## src/rtl/ula_multiciclo_if.sv

```systemverilog
// Handshake and operand/result bus between a requester and the multicycle ALU.
// The master drives the operation request; the slave returns the registered results.
interface ula_multiciclo_if;
  localparam int unsigned DATA_W = 32;
  localparam int unsigned OP_W   = 4;

  logic              start;
  logic [OP_W-1:0]   alu_control;
  logic [DATA_W-1:0] a;
  logic [DATA_W-1:0] b;
  logic [DATA_W-1:0] result;
  logic              zero;
  logic              busy;
  logic              done;
  logic              erro;

  modport master (
    output start, alu_control, a, b,
    input  result, zero, busy, done, erro
  );

  modport slave (
    input  start, alu_control, a, b,
    output result, zero, busy, done, erro
  );
endinterface

```

## src/rtl/ula_multiciclo.sv

```systemverilog
// Multicycle ALU: AND/OR/ADD/SUB complete in one cycle, SRL shifts one bit per cycle.
// Operands are captured on an accepted start and held until the operation completes.
module ula_multiciclo (
  input  logic             clk,
  input  logic             reset,
  ula_multiciclo_if.slave  bus
);
  localparam int unsigned DATA_W = 32;
  localparam int unsigned OP_W   = 4;
  localparam int unsigned CNT_W  = 5;

  localparam logic [OP_W-1:0] OP_AND = 4'b0000;
  localparam logic [OP_W-1:0] OP_OR  = 4'b0001;
  localparam logic [OP_W-1:0] OP_ADD = 4'b0010;
  localparam logic [OP_W-1:0] OP_SUB = 4'b0100;
  localparam logic [OP_W-1:0] OP_SRL = 4'b0101;

  typedef enum logic [1:0] {IDLE, EXEC, SHIFT, DONE} state_t;

  state_t              state, state_n;
  logic [OP_W-1:0]     op_q, op_n;
  logic [DATA_W-1:0]   a_q, a_n;
  logic [DATA_W-1:0]   b_q, b_n;
  logic [DATA_W-1:0]   sh_q, sh_n;
  logic [CNT_W-1:0]    cnt_q, cnt_n;
  logic [DATA_W-1:0]   result_q, result_n;
  logic                zero_q, zero_n;
  logic                erro_q, erro_n;
  logic                busy_q, busy_n;
  logic                done_q, done_n;

  // State and datapath registers
  always_ff @(posedge clk or posedge reset) begin
    if (reset) begin
      state    <= IDLE;
      op_q     <= '0;
      a_q      <= '0;
      b_q      <= '0;
      sh_q     <= '0;
      cnt_q    <= '0;
      result_q <= '0;
      zero_q   <= 1'b1;
      erro_q   <= 1'b0;
      busy_q   <= 1'b0;
      done_q   <= 1'b0;
    end else begin
      state    <= state_n;
      op_q     <= op_n;
      a_q      <= a_n;
      b_q      <= b_n;
      sh_q     <= sh_n;
      cnt_q    <= cnt_n;
      result_q <= result_n;
      zero_q   <= zero_n;
      erro_q   <= erro_n;
      busy_q   <= busy_n;
      done_q   <= done_n;
    end
  end

  // Next-state and datapath logic
  always_comb begin
    state_n  = state;
    op_n     = op_q;
    a_n      = a_q;
    b_n      = b_q;
    sh_n     = sh_q;
    cnt_n    = cnt_q;
    result_n = result_q;
    erro_n   = erro_q;

    unique case (state)
      IDLE: begin
        if (bus.start) begin
          op_n    = bus.alu_control;
          a_n     = bus.a;
          b_n     = bus.b;
          state_n = EXEC;
        end
      end
      EXEC: begin
        state_n = DONE;
        erro_n  = 1'b0;
        case (op_q)
          OP_AND: result_n = a_q & b_q;
          OP_OR:  result_n = a_q | b_q;
          OP_ADD: result_n = DATA_W'(a_q + b_q);
          OP_SUB: result_n = DATA_W'(a_q - b_q);
          OP_SRL: begin
            if (b_q[CNT_W-1:0] == '0) begin
              result_n = a_q;
            end else begin
              // Remaining shifts after the first SHIFT cycle
              sh_n    = a_q;
              cnt_n   = CNT_W'(b_q[CNT_W-1:0] - CNT_W'(1));
              erro_n  = erro_q;
              state_n = SHIFT;
            end
          end
          default: begin
            result_n = '0;
            erro_n   = 1'b1;
          end
        endcase
      end
      SHIFT: begin
        sh_n = sh_q >> 1;
        if (cnt_q == '0) begin
          result_n = sh_q >> 1;
          erro_n   = 1'b0;
          state_n  = DONE;
        end else begin
          cnt_n = CNT_W'(cnt_q - CNT_W'(1));
        end
      end
      DONE: state_n = IDLE;
      default: state_n = IDLE;
    endcase

    zero_n = (result_n == '0);
    busy_n = (state_n == EXEC) || (state_n == SHIFT);
    done_n = (state_n == DONE);
  end

  assign bus.result = result_q;
  assign bus.zero   = zero_q;
  assign bus.erro   = erro_q;
  assign bus.busy   = busy_q;
  assign bus.done   = done_q;
endmodule

```

## src/flat_wrapper.sv

```systemverilog
// flat-port wrapper written by rule: the top's interface ports become plain ports
module ula_multiciclo_flat 
  (clk, reset, bus_start, bus_alu_control, bus_a, bus_b, bus_result, bus_zero, bus_busy, bus_done, bus_erro);
  ula_multiciclo_if bus_i ();
  input  logic clk;
  input  logic reset;
  input wire logic [$bits(bus_i.start)-1:0] bus_start;
  input wire logic [$bits(bus_i.alu_control)-1:0] bus_alu_control;
  input wire logic [$bits(bus_i.a)-1:0] bus_a;
  input wire logic [$bits(bus_i.b)-1:0] bus_b;
  output wire logic [$bits(bus_i.result)-1:0] bus_result;
  output wire logic [$bits(bus_i.zero)-1:0] bus_zero;
  output wire logic [$bits(bus_i.busy)-1:0] bus_busy;
  output wire logic [$bits(bus_i.done)-1:0] bus_done;
  output wire logic [$bits(bus_i.erro)-1:0] bus_erro;
  assign bus_i.start = bus_start;
  assign bus_i.alu_control = bus_alu_control;
  assign bus_i.a = bus_a;
  assign bus_i.b = bus_b;
  assign bus_result = bus_i.result;
  assign bus_zero = bus_i.zero;
  assign bus_busy = bus_i.busy;
  assign bus_done = bus_i.done;
  assign bus_erro = bus_i.erro;
  ula_multiciclo u_core (.clk(clk), .reset(reset), .bus(bus_i));
endmodule
```

## config.mk

```make
export PLATFORM = sky130hd
export DESIGN_NAME = ula_multiciclo_flat
export DESIGN_NICKNAME = d
export VERILOG_FILES = /design/src/rtl/ula_multiciclo_if.sv /design/src/rtl/ula_multiciclo.sv /design/src/flat_wrapper.sv
export SDC_FILE = /design/constraint.sdc
export NUM_CORES = 1
export LEC_CHECK = 0
export ABC_CLOCK_PERIOD_IN_PS = 13800
export CAP_MARGIN = 40
export CORE_ASPECT_RATIO = 1.2
export CORE_MARGIN = 2
export CORE_UTILIZATION = 30
export DETAILED_ROUTE_END_ITERATION = 12
export GPL_TIMING_DRIVEN = 0
export PLACE_DENSITY = 0.45
export SETUP_SLACK_MARGIN = 0.3
export SLEW_MARGIN = 25
export SYNTH_ARGS = -nofsm -noshare
export SYNTH_HDL_FRONTEND = slang
export SYNTH_SLANG_ARGS = --single-unit
```

## constraint.sdc

```tcl
create_clock -name clk -period 13.8 [get_ports clk]
set_input_delay 1.38 -clock clk [delete_from_list [all_inputs] [get_ports clk]]
set_output_delay 1.38 -clock clk [all_outputs]
set_load 0.03 [all_outputs]
```

==> metrics.csv <==
metric;value;unit
share of the synthesized area in the top cell type;35.29;%
relative slew slack;37.84;%
Synth Area in Compound Gates;23.93;%
hold wc startpoint;u_core.sh_q[1];
first-pass GRT wire length;63.71;mm
Top FF cell, synth;dfrtp_1;
top-count cell post-synth;dfrtp_1;
layout cells sized above 1;12.21;%
Ys Warns;0;
diode count;0;
Starting Density;30.32;%
critical path class;flip-flop to flip-flop;
top post-synthesis cells by area;dfrtp_1 35%, mux2_2 8.4%, ha_1 5.1%;
postcts setup bufs;0;
final antenna-violating net count;0;
fmax;133.9;MHz
setup violators final;0;
most frequent CP cell;clkbuf_1;
fin crit period;7.468;ns
commonest cells in the netlist;141 x dfrtp_1, 107 x nand2_1, 101 x o21ai_0, 94 x a21oi_1, 75 x mux2_2;
r2r startpoint;u_core.op_q[0];
Root Driver;clkbuf_16;
Reg clk slew, reported paths;0.06;ns
site row count;73;
1st-pass router iterations;5;
Max Slew Vio Count;0;
fin worst setup slack;6.332;ns
antenna violations before repair;0;
status;complete, no violations;
Clock Skew;0.01466;ns
gr busiest metal;met2;
Clock Sinks;142;
Post-synth EDFFs;0;
required time of the critical path;14.16;ns
Hold Path Class;flip-flop to flip-flop;
I/O Pins;107;
CTS Buf Count;17;
Multi-input gate area;6118;um^2
setup_tns;0;ns
Via density;5.704;
Worst Setup End Kind;flip-flop;
Post-Synth Simple-Gate Area;13.23;%
Synth Cell Area;9998;um^2
I/O Buffers;106;
worst-margin pin slew;0.9324;ns
met2 global-route usage;42.55;%
syn nets;1214;
final hold violation count;0;
dpl hpwl;32.72;mm
final period utilization;54.12;%
FF+latch area;3555;um^2
synth unique cells;80;
crit path DAT;7.83;ns
leading area contributor after synthesis;dfrtp_1;
number of H-tree levels;4;
Layout Nets;1361;
total gr overflow;0;
final WL;43.31;mm
Post-Syn Instances;1101;
clock network latency to the later pin of the worst-skew pair;0.45;ns
# resized after CTS;0;
slowest CP cell;buf_1;
reg-to-reg setup timing slack;6.33;ns
RSZ-0062 raised after global routing;false;
M3 GR Usage;3.060;%
number of synthesized register bits;142;
final instance area;12500;um^2
CP max stage delay;0.71;ns
wire length per cell;25.31;um
M1 GR Usage;33.17;%
TritonCTS clock tree;done;
Starting DRT DRC Count;887;
critical path launch point type;flip-flop;
cell area after placement;11890;um^2
pre-CTS WS;6.114;ns
area grow syn2layout;24.98;%
GRT Overall Usage;25.08;%
Hold Buf Count CTS;0;
largest family of logic cells by synthesized area;compound AO/OA/AOI/OAI gates;
delay-heaviest family, CP;buffers and inverters;
Avg Inst Size Synth;9.081;um^2
Die W;170.7;um
MaxCap Viol Count;0;
Post-Synth Adder-Cell Area;6.232;%
async set-or-reset flop fraction in the synthesized netlist;100.0;%
Residual DRC;0;
crit path max fanout;10;
CP Launch Point;u_core.op_q[0];
clock buffer depth;2;
vias in the first global route;9523;
Final GP Congestion;0.9470;
part of the Yosys area used for sequential elements;35.55;%
XOR/XNOR Fraction of Synth Area;4.643;%
routed vias;9760;
Die ar.;34810;um^2
height of the die;204.0;um
worst path bufs/invs;6;
fill cell count;3418;
mux cell area share after synthesis;12.55;%
largest net degree at the start of global routing;82;
Core Box Area;32970;um^2
crit-path cells;clkbuf_1 > buf_1 > clkbuf_1 > or4b_2 > clkbuf_1 > clkbuf_1 > o31ai_1 > xor2_1 > ha_1 > clkbuf_1 > a21oi_1 > o21a_1 > o211ai_1 > nor3_1 > o31a_1 > o221a_1 > nor3_1 > or3_1 > or4_1 > nor4b_2;
==> flip-flops by register name, indices dropped and copies added (netlist names) <==
| signal | count |
|---|---|
| u_core.a_q | 32 |
| u_core.b_q | 32 |
| u_core.bus.result | 32 |
| u_core.sh_q | 31 |
| u_core.cnt_q | 5 |
| u_core.op_q | 4 |
| u_core.state | 2 |
| u_core.bus.busy | 1 |
| u_core.bus.done | 1 |
| u_core.bus.erro | 1 |
| u_core.bus.zero | 1 |
==> path summary, 6_finish.rpt <==
check | endpoint | cells past startpoint
setup reg to reg | u_core.bus.zero | 20
setup / recovery | u_core.bus.zero | 20
hold / removal | u_core.sh_q[1] | 2
max in group asynchronous | u_core.sh_q[24] | 3
hold reg to reg | u_core.sh_q[1] | 2
min in group asynchronous | u_core.b_q[3] | 2
==> cell type report <==
type	instances	area share, %
Sequential cell	142	28.45
Buffer	75	2.373
Clock buffer	17	3.404
Multi-Input combinational cell	860	48.96
Tap cell	450	4.506
Inverter	24	0.7810
Timing Repair Buffer	128	10.34
Clock inverter	15	1.182
==> per-stage QoR <==
step	hold WS, ns	util [%]	std cells
floorplan	0.4497	-	1101
global placement	0.4648	35.25	1657
detailed placement	0.4820	36.05	1676
CTS	0.4957	37.79	1708
global route	0.5212	37.90	1711
finish	0.4976	37.90	1711
==> worst reg2reg max path, stage by stage (launching register included) <==
cell	delay (ns)
dfrtp_1	0.36
clkbuf_1	0.35
buf_1	0.71
clkbuf_1	0.68
or4b_2	0.26
clkbuf_1	0.43
clkbuf_1	0.66
o31ai_1	0.20
xor2_1	0.19
ha_1	0.27
clkbuf_1	0.24
a21oi_1	0.37
o21a_1	0.17
o211ai_1	0.18
nor3_1	0.57
o31a_1	0.35
o221a_1	0.23
nor3_1	0.07
or3_1	0.37
or4_1	0.45
nor4b_2	0.27
==> layer usage <==
layer  vias to the layer above  wire length, um
met5                         -                0
met4                         0             1125
met3                        60             2293
met2                       383            20970
met1                      4923            18920
li1                       4394                -
==> layout by cell type, fill, tap and decap left out, types with 10 or more instances in the layout <==
| cell type | count |
|---|---|
| a22o_1 | 11 |
| inv_1 | 22 |
| nor2_1 | 52 |
| mux2_2 | 75 |
| buf_6 | 10 |
| a211oi_1 | 13 |
| and3_1 | 11 |
| clkdlybuf4s50_1 | 106 |
| nand3_1 | 16 |
| xor2_1 | 21 |
| ha_1 | 41 |
| nor3_1 | 16 |
| o21a_1 | 12 |
| xnor2_1 | 32 |
| nand2_1 | 107 |
| a22oi_1 | 12 |
| clkbuf_16 | 17 |
| a21o_1 | 20 |
| mux2i_1 | 41 |
| clkbuf_1 | 59 |
| o21ai_0 | 101 |
| buf_1 | 11 |
| a221oi_1 | 15 |
| o211ai_1 | 12 |
| a21oi_1 | 94 |
| dfrtp_1 | 141 |
==> kinds of logic after synthesis <==
logic type | Yosys count
AOI/OAI and AO/OA | 369
and+or+nand+nor | 271
DFF | 142
muxes | 116
buffers and inverters | 99
xor gates and xnor gates | 53
adders and majority gates | 51
Power is not shown: default switching activity piles up to over one toggle a cycle in this logic, so the estimate is an artifact.
